$ cat config.mk
export PLATFORM = sky130hd
export DESIGN_NAME = uart_rx_flat
export DESIGN_NICKNAME = d
export VERILOG_FILES = /design/src/rtl/uart_rx_if.sv /design/src/rtl/uart_rx.sv /design/src/flat_wrapper.sv
export SDC_FILE = /design/constraint.sdc
export NUM_CORES = 1
export LEC_CHECK = 0
export BUFFER_PORTS_ARGS = -buffer_cell sky130_fd_sc_hd__buf_2
export CAP_MARGIN = 20
export CORE_MARGIN = 5
export CORE_UTILIZATION = 55
export DETAILED_ROUTE_END_ITERATION = 8
export PLACE_DENSITY = 0.74
export REMOVE_ABC_BUFFERS = 1
export SYNTH_ARGS = -nofsm -noshare
export SYNTH_HDL_FRONTEND = slang
export SYNTH_SLANG_ARGS = --single-unit
$ cat constraint.sdc
create_clock -name sys_clk -period 3.6 [get_ports sys_clk]
set_clock_uncertainty 0.1 [all_clocks]
set_input_delay 0.72 -clock sys_clk [delete_from_list [all_inputs] [get_ports sys_clk]]
set_output_delay 0.72 -clock sys_clk [all_outputs]
set_load 0.01 [all_outputs]
$ cat src/rtl/uart_rx_if.sv
// rtl/uart_rx_if.sv - serial line and received-byte signal bundle for uart_rx
//
// Signals:
//   rx        serial line in, idle high
//   po_data   last correctly framed byte
//   po_flag   one-cycle pulse, po_data just updated
//   rx_busy   frame in progress
//   frame_err one-cycle pulse, stop bit sampled low
// Modports:
//   slave  - receiver side (uart_rx)
//   master - line driver / byte consumer side
interface uart_rx_if;
    logic       rx;
    logic [7:0] po_data;
    logic       po_flag;
    logic       rx_busy;
    logic       frame_err;

    modport slave (
        input  rx,
        output po_data,
        output po_flag,
        output rx_busy,
        output frame_err
    );

    modport master (
        output rx,
        input  po_data,
        input  po_flag,
        input  rx_busy,
        input  frame_err
    );
endinterface

$ cat src/rtl/uart_rx.sv
// rtl/uart_rx.sv - 8N1 UART receiver with mid-bit sampling and framing-error pulse
//
// Parameters:
//   UART_BPS  serial baud rate
//   CLK_FREQ  sys_clk frequency in Hz
// Ports:
//   sys_clk   system clock
//   sys_rst   asynchronous active-high reset
//   bus       uart_rx_if.slave: rx in; po_data, po_flag, rx_busy, frame_err out
module uart_rx #(
    parameter int UART_BPS = 9600,
    parameter int CLK_FREQ = 50000000
) (
    input  logic     sys_clk,
    input  logic     sys_rst,
    uart_rx_if.slave bus
);
    localparam int BAUD_CNT_MAX = CLK_FREQ / UART_BPS;
    localparam int HALF_CNT     = BAUD_CNT_MAX / 2;
    localparam logic [15:0] BAUD_LAST = 16'(BAUD_CNT_MAX - 1);
    localparam logic [15:0] HALF_LAST = 16'(HALF_CNT - 1);

    typedef enum logic [1:0] {IDLE, START, DATA, STOP} state_t;

    state_t      state, state_next;
    logic        rx_s1, rx_s, rx_prev;
    logic [15:0] baud_cnt, baud_cnt_next;
    logic [2:0]  bit_cnt, bit_cnt_next;
    logic [7:0]  shift_reg, shift_next;
    logic [7:0]  po_data_q, po_data_next;
    logic        po_flag_q, po_flag_next;
    logic        frame_err_q, frame_err_next;

    // Synchronizer plus one history flop for edge detection. Resetting all to
    // 1 means a line that stays low after a break or bad stop bit never
    // produces a falling edge until it has gone high again.
    always_ff @(posedge sys_clk or posedge sys_rst) begin
        if (sys_rst) begin
            rx_s1   <= 1'b1;
            rx_s    <= 1'b1;
            rx_prev <= 1'b1;
        end else begin
            rx_s1   <= bus.rx;
            rx_s    <= rx_s1;
            rx_prev <= rx_s;
        end
    end

    always_ff @(posedge sys_clk or posedge sys_rst) begin
        if (sys_rst) begin
            state       <= IDLE;
            baud_cnt    <= 16'd0;
            bit_cnt     <= 3'd0;
            shift_reg   <= 8'h00;
            po_data_q   <= 8'h00;
            po_flag_q   <= 1'b0;
            frame_err_q <= 1'b0;
        end else begin
            state       <= state_next;
            baud_cnt    <= baud_cnt_next;
            bit_cnt     <= bit_cnt_next;
            shift_reg   <= shift_next;
            po_data_q   <= po_data_next;
            po_flag_q   <= po_flag_next;
            frame_err_q <= frame_err_next;
        end
    end

    always_comb begin
        state_next     = state;
        baud_cnt_next  = baud_cnt + 16'd1;
        bit_cnt_next   = bit_cnt;
        shift_next     = shift_reg;
        po_data_next   = po_data_q;
        po_flag_next   = 1'b0;
        frame_err_next = 1'b0;

        case (state)
            IDLE: begin
                baud_cnt_next = 16'd0;
                if (rx_prev && !rx_s) begin
                    state_next = START;
                end
            end
            START: begin
                // Re-check the start bit at its centre to reject glitches.
                if (baud_cnt == HALF_LAST) begin
                    baud_cnt_next = 16'd0;
                    state_next    = rx_s ? IDLE : DATA;
                end
            end
            DATA: begin
                if (baud_cnt == BAUD_LAST) begin
                    baud_cnt_next       = 16'd0;
                    shift_next[bit_cnt] = rx_s;
                    if (bit_cnt == 3'd7) begin
                        bit_cnt_next = 3'd0;
                        state_next   = STOP;
                    end else begin
                        bit_cnt_next = bit_cnt + 3'd1;
                    end
                end
            end
            STOP: begin
                // Leave at mid stop bit so a back-to-back start edge is caught.
                if (baud_cnt == BAUD_LAST) begin
                    baud_cnt_next = 16'd0;
                    state_next    = IDLE;
                    if (rx_s) begin
                        po_data_next = shift_reg;
                        po_flag_next = 1'b1;
                    end else begin
                        frame_err_next = 1'b1;
                    end
                end
            end
            default: begin
                state_next    = IDLE;
                baud_cnt_next = 16'd0;
            end
        endcase
    end

    assign bus.po_data   = po_data_q;
    assign bus.po_flag   = po_flag_q;
    assign bus.frame_err = frame_err_q;
    assign bus.rx_busy   = (state != IDLE);
endmodule

$ cat src/flat_wrapper.sv
// flat-port wrapper written by rule: the top's interface ports become plain ports
module uart_rx_flat 
#(
    parameter int UART_BPS = 9600,
    parameter int CLK_FREQ = 50000000
)
  (sys_clk, sys_rst, bus_rx, bus_po_data, bus_po_flag, bus_rx_busy, bus_frame_err);
  uart_rx_if bus_i ();
  input  logic sys_clk;
  input  logic sys_rst;
  input wire logic [$bits(bus_i.rx)-1:0] bus_rx;
  output wire logic [$bits(bus_i.po_data)-1:0] bus_po_data;
  output wire logic [$bits(bus_i.po_flag)-1:0] bus_po_flag;
  output wire logic [$bits(bus_i.rx_busy)-1:0] bus_rx_busy;
  output wire logic [$bits(bus_i.frame_err)-1:0] bus_frame_err;
  assign bus_i.rx = bus_rx;
  assign bus_po_data = bus_i.po_data;
  assign bus_po_flag = bus_i.po_flag;
  assign bus_rx_busy = bus_i.rx_busy;
  assign bus_frame_err = bus_i.frame_err;
  uart_rx #(.UART_BPS(UART_BPS), .CLK_FREQ(CLK_FREQ)) u_core (.sys_clk(sys_clk), .sys_rst(sys_rst), .bus(bus_i));
endmodule
Word level (Yosys, flattened, before mapping)
Index checks and enable logic that the tools add are counted.

Add/sub/neg operators: 2. Magnitude comparators: 2. Equality and inequality tests: 11. Multiplexer cells: 20. Reduce and logical (&&, ||, !) cells: 9.

Operators by type and width (count): 16-bit case mux with 3 select lines (1); 16-bit two-way mux (2); 16-bit by 1-bit adder with 16-bit output, second input constant (1); 16-bit by 12-bit equality test with 1-bit output, second input constant (1); 16-bit by 13-bit equality test with 1-bit output, second input constant (1); 2-bit two-way mux (6); 2-bit by 1-bit inequality test with 1-bit output, second input constant (5); 8-bit bitwise mux (1); 2-bit case mux with 4 select lines (1); 1-bit two-way mux (7); 5-bit AND reduction (1); 2-bit equality test, second input constant (2); 3-bit by 4-bit less-than comparator with 1-bit output, second input constant (1); 3-bit by 1-bit adder with 3-bit output, second input constant (1); 1-bit demux with 3-bit select (1); 3-bit equality test, second input constant (1); 3-bit by 1-bit >= comparator with 1-bit output, second input constant (1); 3-bit two-way mux (1); 3-bit AND reduction (1); 2-bit by 1-bit equality test with 1-bit output, second input constant (1); 1-bit logical AND (2); 2-bit logical NOT (1); 2-bit AND reduction (1); 2-bit nonzero test (1); 2 further kinds (2).

Register bits after elaboration: 42. Output and inout port bits: 11. Word-level logic and storage cells: 54.

Depth between registers and ports, before layout
Gate-level depths: netlist of run 1.

Depth after elaboration: 5. Gate-level depth with buffers: 6. Gate-level depth less buffers: 5.

Least setup slack after synthesis of run 1
OpenSTA, ideal clock, no wires.

Path kind: flip-flop to flip-flop. From: register u_core.baud_cnt[0]. To: register u_core.shift_reg[6]. Library setup time: 0.127 ns. Data arrival time: 2.358 ns. Data required time: 3.373 ns. Setup slack: 1.015 ns. Stages on the path, launching flop included: 6. Buffers on the path: 0. Clock period less this slack: 2.585 ns. Cells stage by stage: dfrtp_1 > ha_1 > or4bb_1 > or4_4 > or4_1 > mux2_1.

Word-level cells in the longest chain between the ends: 2.

RTL lines: start: declaration (RTL line uart_rx.sv:27) `logic [15:0] baud_cnt, baud_cnt_next;`; start signal: assignment (RTL line uart_rx.sv:60) `baud_cnt <= baud_cnt_next;`; 16-bit by 13-bit equality test with 1-bit output (RTL line uart_rx.sv:93) `if (baud_cnt == BAUD_LAST) begin`; 2-bit AND reduction (no source line); end signal: assignment (RTL line uart_rx.sv:62) `shift_reg <= shift_next;`; end: declaration (RTL line uart_rx.sv:29) `logic [7:0] shift_reg, shift_next;`.

No other way between the ends. A chain may end at the register's enable or synchronous reset.

Final worst setup path of run 1
From: register u_core.baud_cnt[0]. To: register u_core.shift_reg[7].

The elaborated chain is that of the path after synthesis.

==> impl_metrics.toml, run 1 <==
[placement]
placed_area_sq_mm = 0.00212
pre_cts_slack_ns = 0.851
dpl.hpwl_mm = 2.83
port_buffers = 13
gp_congestion = 0.844

[synth]
ys_seq_area_share_pct = 52.5
syn_inst = 178
synth-seq-cells = 42
synth_cell_type_count = 40
synth-warning-count = 0
postSynthAreaPerCell_sq_um = 11.3
syn_area_sq_mm = 0.00201

[detailed_routing]
ant_nets = 0
wire_per_inst_um = 16.7
drt_first_pass_iters = 4
vias_per_cell = 6.17
wl_mm = 4.06
drc = 0
vias = 1500
drtIter0Drc = 153

[setup_path]
r2r_setup_slack_ns = 0.84
arrival_ns = 2.85
crit_fanout = 5
worstPathRequired_ns = 3.68
crit_path_end_kind = "flop"
crit_type = "reg2reg"
start_kind = "flop"
ff2ff_path_depth = 5

[power_and_ir_drop]
seqPwrFrac_pct = 49.7
clkPwrFrac_pct = 40.6
cellPowerDensity_mw_per_mm2 = 480
power_switching_mw = 0.275
p_comb_share_pct = 9.7
ir_worst_vdd_uv = 411
swShare_pct = 25.0
total_leakage_power_nw = 1.07
intPower_mw = 0.826

[finish]
design_area_sq_mm = 0.00229
antennaDiodeCount = 0
final_core_util_pct = 63.5
largest_reg_flops = 16
nFillCells = 282
area_delta_synth_final_pct = 14.0
drive_gt1_share_pct = 26.7
nets = 200
final_cell_mix = "dfrtp_1 (39), mux2_2 (17), buf_2 (13)"
final_common_cell = "dfrtp_1"

[global_route]
grt_util_all_layers_pct = 18.1
antenna_found_initial = 0
grt_pass1_wl_mm = 7.11
grt_remaining_overflow = 0
grt_max_degree = 28
first_global_vias = 1493

[clock_tree]
cts_hold_buf = 0
cts_buffer_depth = 2
clock-sinks = 42
cts_tree = "yes"
cts_buffers = 5
cts_htree_levels = 2
clkTransAtPathRegs_ns = 0.08
cts_root_buf = "clkbuf_8"
clock_latency_ns = 0.30
post-cts-setup-buffer-count = 0
cts_resized = 0

[sta]
fmax_mhz = 362
relSlewSlack_pct = 55.4
tns_ns = 0
finalCritPeriodShare_pct = 76.8
report.final.slew_viol_count = 0
final-setup-viol-count = 0
finalWorstSetupSlack_ns = 0.837
rsz0062_at_grt = "false"
hold_viol_final = 0
tightest_slew_ns = 0.666
fin_crit_ns = 2.76

[floorplan]
dieWidth_um = 70.4
die_h_um = 70.4
dieArea_sq_mm = 0.00496
rows = 22
ios = 14
core_sq_mm = 0.00361
initial_core_util_pct = 55.7

[hold_path]
hold_path_class = "reg2reg"
hold_depth = 0

[run_status]
status = "finished, final reports clean"

[job]
drv_cap = 0
[metrics by stage]
step,hold slack (ns),cells,power (mW)
after detailed placement,0.248,234,0.653
after global routing,0.272,243,1.15
after global placement,0.248,234,0.643
after floorplan,0.245,170,0.618
final,0.261,243,1.10
after CTS,0.264,242,1.10
[final cells by class]
class	count	area, sq um	area share [%]
inverter	5	18.8	0.820
tap	48	60.1	2.62
clock inverter	3	68.8	3.01
multi-input combinational	123	903	39.5
timing repair buffer	17	115	5.03
clock buffer	5	68.8	3.01
sequential	42	1050	46.1
[worst max-delay path, stage by stage (launching register included)]
cell,delay (ns)
dfrtp_1,0.41
ha_1,0.25
or4bb_1,0.55
or4_4,0.46
or4_1,0.55
mux2_1,0.34
[synth_stat cells]
cell,count,area [sq um]
nand3_1,11,55.1
nor4_2,1,12.5
a211o_1,1,8.76
xor2_1,5,43.8
mux2_1,2,22.5
and2_1,1,6.26
buf_2,1,5.00
or4_4,2,22.5
or3_1,3,18.8
xnor2_1,5,43.8
or4_1,3,22.5
nor4b_1,2,17.5
and4_1,1,8.76
a21oi_1,12,60.1
nor4_1,3,18.8
o31ai_1,1,7.51
nand4_1,9,56.3
o21ai_1,1,5.00
or3_2,1,7.51
nor2b_1,2,12.5
nand3b_1,2,15.0
dfstp_2,3,78.8
nand2b_1,1,6.26
a21boi_0,1,7.51
o21ai_0,3,15.0
and3_1,3,18.8
or4bb_1,2,22.5
nand3_2,1,10.0
or2_2,2,12.5
inv_1,5,18.8
a22oi_1,4,30.0
clkbuf_1,7,26.3
dfrtp_1,39,976
o211ai_1,1,7.51
nand2_1,5,18.8
nor3_1,8,40.0
ha_1,3,37.5
nor2_1,3,11.3
mux2_2,17,191
a41oi_1,1,8.76
[power groups by stage]
stage / clock (mW) / combinational, mW / sequential (mW)
2_1_floorplan: 0 / 0.0770 / 0.541
3_3_place_gp: 0 / 0.0945 / 0.549
3_5_place_dp: 0 / 0.0995 / 0.554
4_1_cts: 0.450 / 0.101 / 0.545
5_1_grt: 0.478 / 0.121 / 0.551
6_report: 0.447 / 0.106 / 0.547
[path summary, 6_finish.rpt]
path                                         end          startpoint
setup / recovery             u_core.shift_reg[7]  u_core.baud_cnt[0]
hold / removal                       u_core.rx_s        u_core.rx_s1
setup reg to reg             u_core.shift_reg[7]  u_core.baud_cnt[0]
hold reg to reg                      u_core.rx_s        u_core.rx_s1
max in group asynchronous    u_core.baud_cnt[12]             sys_rst
min in group asynchronous  u_core.bus.po_data[5]             sys_rst
[kinds of logic (layout without fill, tap and decap cells)]
logic type	Yosys count	count (layout)	synth area share (%)
mux	19	19	10.7
fa+ha+maj	3	3	1.87
flops	42	42	52.5
compound gates	25	25	7.48
buf+inv	13	30	2.49
simple gates	66	66	20.6
xor+xnor	10	10	4.36
[routing by layer]
layer | global-route usage, % | vias up | routed length [um]
met4 | 8.09 | 0 | 64
met3 | 5.61 | 8 | 187
li1 | - | 696 | -
met5 | 0 | - | 0
met1 | 22.5 | 761 | 1720
met2 | 28.9 | 35 | 2080
Power figures use the tool's default switching activity.
==> run 2, diff against run 1 <==
ABC_AREA = 1   (was not set)
clock period = 2.85 ns   (was 3.6 ns; I/O delays follow)
==> run 2 against run 1 <==
Utilization down 0.68 points. Worst setup slack better by 0.048 ns. Area after synthesis up 4.0%. Global-route usage down 0.97 points. Critical path depth up 4. Sequential share of layout area down 0.20 points. Combinational power up 130%. Power up 26%. Register-to-register slack better by 0.05 ns. First-iteration DRC count down 20%.
==> impl_metrics.toml, run 2 <==
[setup_path]
critical_path.max_stage_delay_ns = 0.48
arrival_ns = 2.08
worstPathRequired_ns = 2.96
cp_common_cell = "nand2_2"
crit_path_end_kind = "flop"
crit_fanout = 16
crit_chain = "ha_1 > nand2_2 > inv_1 > nand2_1 > nor2_2 > nand2_2 > nor3_4 > nor2_1 > a21oi_1"
critPathSlowestCell = "nor3_4"
crit_type = "reg2reg"
start_kind = "flop"
critPathTopFamily = "simple AND/OR/NAND/NOR gates"
path_buf_inv = 1

[sta]
rsz0062_at_grt = "false"
hold_viol_final = 0
tns_ns = 0
fin_crit_ns = 1.96
final-setup-viol-count = 0
report.final.slew_viol_count = 0
relSlewSlack_pct = 59.5
fmax_mhz = 509
tightest_slew_ns = 0.605
finalCritPeriodShare_pct = 68.9

[floorplan]
rows = 22
dieWidth_um = 71.6
die_h_um = 71.6
dieArea_sq_mm = 0.00513
ios = 14
initial_core_util_pct = 57.0
core_sq_mm = 0.00366

[job]
drv_cap = 0

[placement]
port_buffers = 13
dpl.hpwl_mm = 3.00
place_inst = 316
placed_area_sq_mm = 0.00219
gp_congestion = 0.965

[synth]
synth-edff-count = 0
async_reset_ff_share_pct = 100
synth-seq-cells = 42
ys_seq_area_share_pct = 50.5
synth_cell_type_count = 25
syn_area_sq_mm = 0.00209
synthFlopType = "dfrtp_1"
yosys.cell_count.top_type = "nand2_1"
synth-warning-count = 0
syn_inst = 258
synthTopCellsByArea = "dfrtp_1 (47%), nand2_1 (9.2%), nor2_1 (6.3%)"
synth_top_area_share_pct = 46.7
synthTopCellsByCount = "nand2_1 (51), dfrtp_1 (39), nor2_1 (35)"
synth_area_leader_cell = "dfrtp_1"
postSynthAreaPerCell_sq_um = 8.09

[finish]
drive_gt1_share_pct = 12.7
instances_no_fill = 324
multi_input_area_sq_um = 886
regArea_sq_mm = 0.00105
antennaDiodeCount = 0
final_common_cell = "nand2_1"
nets = 281
nFillCells = 319
design_area_sq_mm = 0.00230
area_delta_synth_final_pct = 10.1
largest_reg_flops = 16
final_cell_mix = "nand2_1 (51), dfrtp_1 (39), nor2_1 (35)"
final_core_util_pct = 62.8

[global_route]
grt_remaining_overflow = 0
antenna_found_initial = 0
first_global_vias = 1556
grt_max_degree = 28
grt_util_all_layers_pct = 17.2
grt_pass1_wl_mm = 7.05

[run_status]
status = "finished, final reports clean"

[clock_tree]
cts_hold_buf = 0
post-cts-setup-buffer-count = 0
cts_htree_levels = 2
cts_root_buf = "clkbuf_8"
cts_tree = "yes"
clock_latency_ns = 0.29
clkTransAtPathRegs_ns = 0.08
cts_resized = 0
cts_buffers = 5
clock-sinks = 42
cts_buffer_depth = 2

[power_and_ir_drop]
ir_worst_vdd_uv = 409
total_power_mw = 1.39
cellPowerDensity_mw_per_mm2 = 604
total_leakage_power_nw = 1.08

[detailed_routing]
wire_per_inst_um = 12.4
wl_mm = 4.02
vias_per_cell = 5.22
drc = 0
vias = 1692
drtIter0Drc = 122
ant_nets = 0
drt_first_pass_iters = 4

[hold_path]
hold_path_class = "in2async"
==> run 2: final cells by class <==
class / instances / area share [%]
inverters: 31 / 5.06
well taps: 48 / 2.61
clock inverters: 2 / 1.63
multi-input cells: 181 / 38.5
flip-flops and latches: 42 / 45.9
clock buffers: 6 / 3.16
repair buffers: 14 / 3.16
==> run 2: path summary, 6_finish.rpt <==
| check | depth (start not counted) | start | end | slack, ns |
|---|---|---|---|---|
| worst min-delay path | 2 | sys_rst | u_core.state[0] | 0.15 |
| max in group asynchronous | 3 | sys_rst | u_core.baud_cnt[0] | 1.82 |
| min in group sys_clk | 0 | u_core.rx_s1 | u_core.rx_s | 0.26 |
| worst max-delay path | 9 | u_core.baud_cnt[0] | u_core.bus.po_data[7] | 0.89 |
| worst max register to register | 9 | u_core.baud_cnt[0] | u_core.bus.po_data[7] | 0.89 |
| worst min register to register | 0 | u_core.rx_s1 | u_core.rx_s | 0.26 |
==> run 2: stage by stage <==
step | hold WS, ns | setup slack, ns
floorplan | 0.245 | 1.14
global placement | 0.246 | 0.970
detailed placement | 0.247 | 0.896
CTS | 0.162 | 0.867
global route | 0.183 | 0.689
finish | 0.149 | 0.885
==> run 2: power breakdown <==
group          leakage [nW]  total, mW  switching (mW)  internal (mW)
Sequential            0.569      0.683          0.0480          0.635
Clock                0.0514      0.461           0.200          0.261
Combinational         0.461      0.244           0.163         0.0810
==> run 2: cell families (layout without fill, tap and decap cells) <==
family                   count (synthesis)  in the layout  share of synthesized area (%)
AO/OA/AOI/OAI                           37             37                           9.41
XOR/XNOR                                 5              5                           2.10
adder cells (fa/ha/maj)                  3              3                           1.80
buffers and inverters                   35             53                           7.07
flip-flops                              42             42                           50.5
AND/OR/NAND/NOR                        136            136                           29.1
==> run 2: routing by layer <==
metal  track usage (%)  vias to the layer above  wire length (um)
met5                 0                        -                 0
met1              24.7                      784              2060
li1                  -                      870                 -
met2              25.4                       29              1750
met3              4.21                        9               154
met4              5.64                        0                64
==> run 3, diff against run 2 <==
CORE_UTILIZATION = 53   (was 55)
clock period = 1.6 ns   (was 2.85 ns; I/O delays follow)
==> run 3 against run 2 <==
The run now ends with negative setup slack left. Routed wire length rose by 40%. Final cell count rose by 14%. Power rose by 94%. Register-to-register slack got worse by 1.1 ns. Sequential power rose by 77%. First-iteration DRC count up 61%. Die area rose by 3.2%. Cell area up 24%. Worst setup slack got worse by 1.1 ns. Largest power group unchanged.
==> impl_metrics.toml, run 3 (synthesis gave the netlist of run 2 again) <==
[placement]
placed_area_sq_mm = 0.00248
gp_congestion = 0.854
port_buffers = 13
dpl.hpwl_mm = 3.36
place_inst = 352

[sta]
finalCritPeriodShare_pct = 111
finalWorstSetupSlack_ns = -0.176
relSlewSlack_pct = 73.4
fin_crit_ns = 1.78
rsz0062_at_grt = "true"
final-setup-viol-count = 31
tightest_slew_ns = 0.399
hold_viol_final = 0
report.final.slew_viol_count = 0
fmax_mhz = 563

[run_status]
status = "finished with violations"
violations = "negative setup slack"

[global_route]
grt_remaining_overflow = 0
antenna_found_initial = 0
grt_max_degree = 43
first_global_vias = 1817
grt_util_all_layers_pct = 20.6
grt_pass1_wl_mm = 8.42

[detailed_routing]
drtIter0Drc = 196
wire_per_inst_um = 15.3
vias_per_cell = 5.55
drc = 0
ant_nets = 0
wl_mm = 5.65
drt_first_pass_iters = 6
vias = 2048

[setup_path]
worstPathRequired_ns = 1.73
crit_type = "reg2reg"
arrival_ns = 1.91
crit_path_end_kind = "flop"
cp-startpoint = "u_core.baud_cnt[1]"
timing.rr.start = "u_core.baud_cnt[1]"
crit_fanout = 8
r2r_setup_slack_ns = -0.18
start_kind = "flop"

[hold_path]
hold_path_class = "in2reg"
hold_path.startpoint = "bus_rx"

[finish]
nFillCells = 243
final_common_cell = "nand2_1"
multi_input_area_sq_mm = 0.00109
design_area_sq_mm = 0.00286
final_cell_mix = "nand2_1 (45), dfrtp_1 (39), buf_4 (39)"
area_delta_synth_final_pct = 37.0
drive_gt1_share_pct = 36.1
instances_no_fill = 369
regArea_sq_mm = 0.00105
largest_reg_flops = 16
antennaDiodeCount = 0
nets = 326

[floorplan]
core_sq_mm = 0.00374
dieWidth_um = 72.8
dieArea_sq_mm = 0.00530
ios = 14
initial_core_util_pct = 55.8
die_h_um = 72.8
rows = 22

[power_and_ir_drop]
ir_worst_vdd_uv = 892
total_leakage_power_nw = 1.39
cellPowerDensity_mw_per_mm2 = 939

[clock_tree]
cts_tree = "yes"
clock_latency_ns = 0.31
cts_root_buf = "clkbuf_8"
clkTransAtPathRegs_ns = 0.08
cts_htree_levels = 2
cts_buffer_depth = 2
cts_buffers = 5
clock-sinks = 42

[job]
drv_cap = 0
==> run 3: cell count changes in the layout (fill, tap and decap cells not counted), sizes merged <==
| cell | change |
|---|---|
| dlygate4sd3 | +1 |
| clkinvlp | +1 |
| clkinv | -1 |
| clkbuf | -1 |
| buf | +44 |
| bufinv | -1 |
| inv | +2 |
==> run 3: stage by stage <==
step / power [mW] / worst slack (ns) / hold slack, ns / setup TNS (ns) / utilization (%)
CTS: 2.57 / -0.0558 / 0.00376 / -0.294 / 73.0
floorplan: 1.55 / -0.113 / 0.224 / -0.923 / -
global placement: 1.78 / -0.0339 / 0.245 / -0.163 / 66.4
finish: 2.69 / -0.176 / 0.00430 / -2.01 / 76.4
detailed placement: 1.79 / -0.0865 / 0.248 / -1.38 / 66.4
global route: 2.82 / -0.240 / -0.000939 / -5.23 / 76.4
==> run 3: final timing paths <==
kind	cells past startpoint	endpoint
worst max-delay path	10	u_core.bus.po_data[3]
worst min-delay path	1	u_core.rx_s1
worst max register to register	10	u_core.bus.po_data[3]
worst min register to register	0	u_core.rx_s
max in group asynchronous	4	u_core.rx_prev
min in group asynchronous	4	u_core.baud_cnt[5]
==> run 3: cell type report <==
type                    instances  area share (%)
repair buffers                 59            15.5
clock buffers                   5            2.41
well taps                      48            2.10
multi-input cells             181            38.1
clock inverters                 3           0.831
inverters                      31            4.16
flip-flops and latches         42            36.9
==> run 3: per-layer routing <==
layer / vias to the layer above / share of wire, % / global-route usage, %
li1: 968 / - / -
met1: 964 / 42 / 28.8
met2: 103 / 46 / 31.7
met3: 13 / 9.2 / 3.72
met4: 0 / 2.7 / 8.20
met5: - / 0 / 0
==> run 3: power breakdown <==
part           internal, mW  switching, mW
logic                 0.330          0.430
clock network         0.312          0.404
registers              1.13         0.0791
==> run 3: worst max-delay path, cell delays in order, from the launching register on <==
cell and delay (ns):
dfrtp_1 0.41, ha_4 0.18, nand2_4 0.07, inv_2 0.08
nand2_2 0.07, nor2_4 0.16, nand2_4 0.08, nor3_4 0.23
buf_6 0.17, nor2_1 0.05, a21oi_1 0.11
==> run 3: what timing repair did <==
action,CTS,global route
gates cloned,1,1
gates resized for setup,18,48
hold buffers,1,0
endpoints found under the hold margin,39,0
pin swaps,0,12
buffers inserted,6,4
setup endpoints to repair,29,40
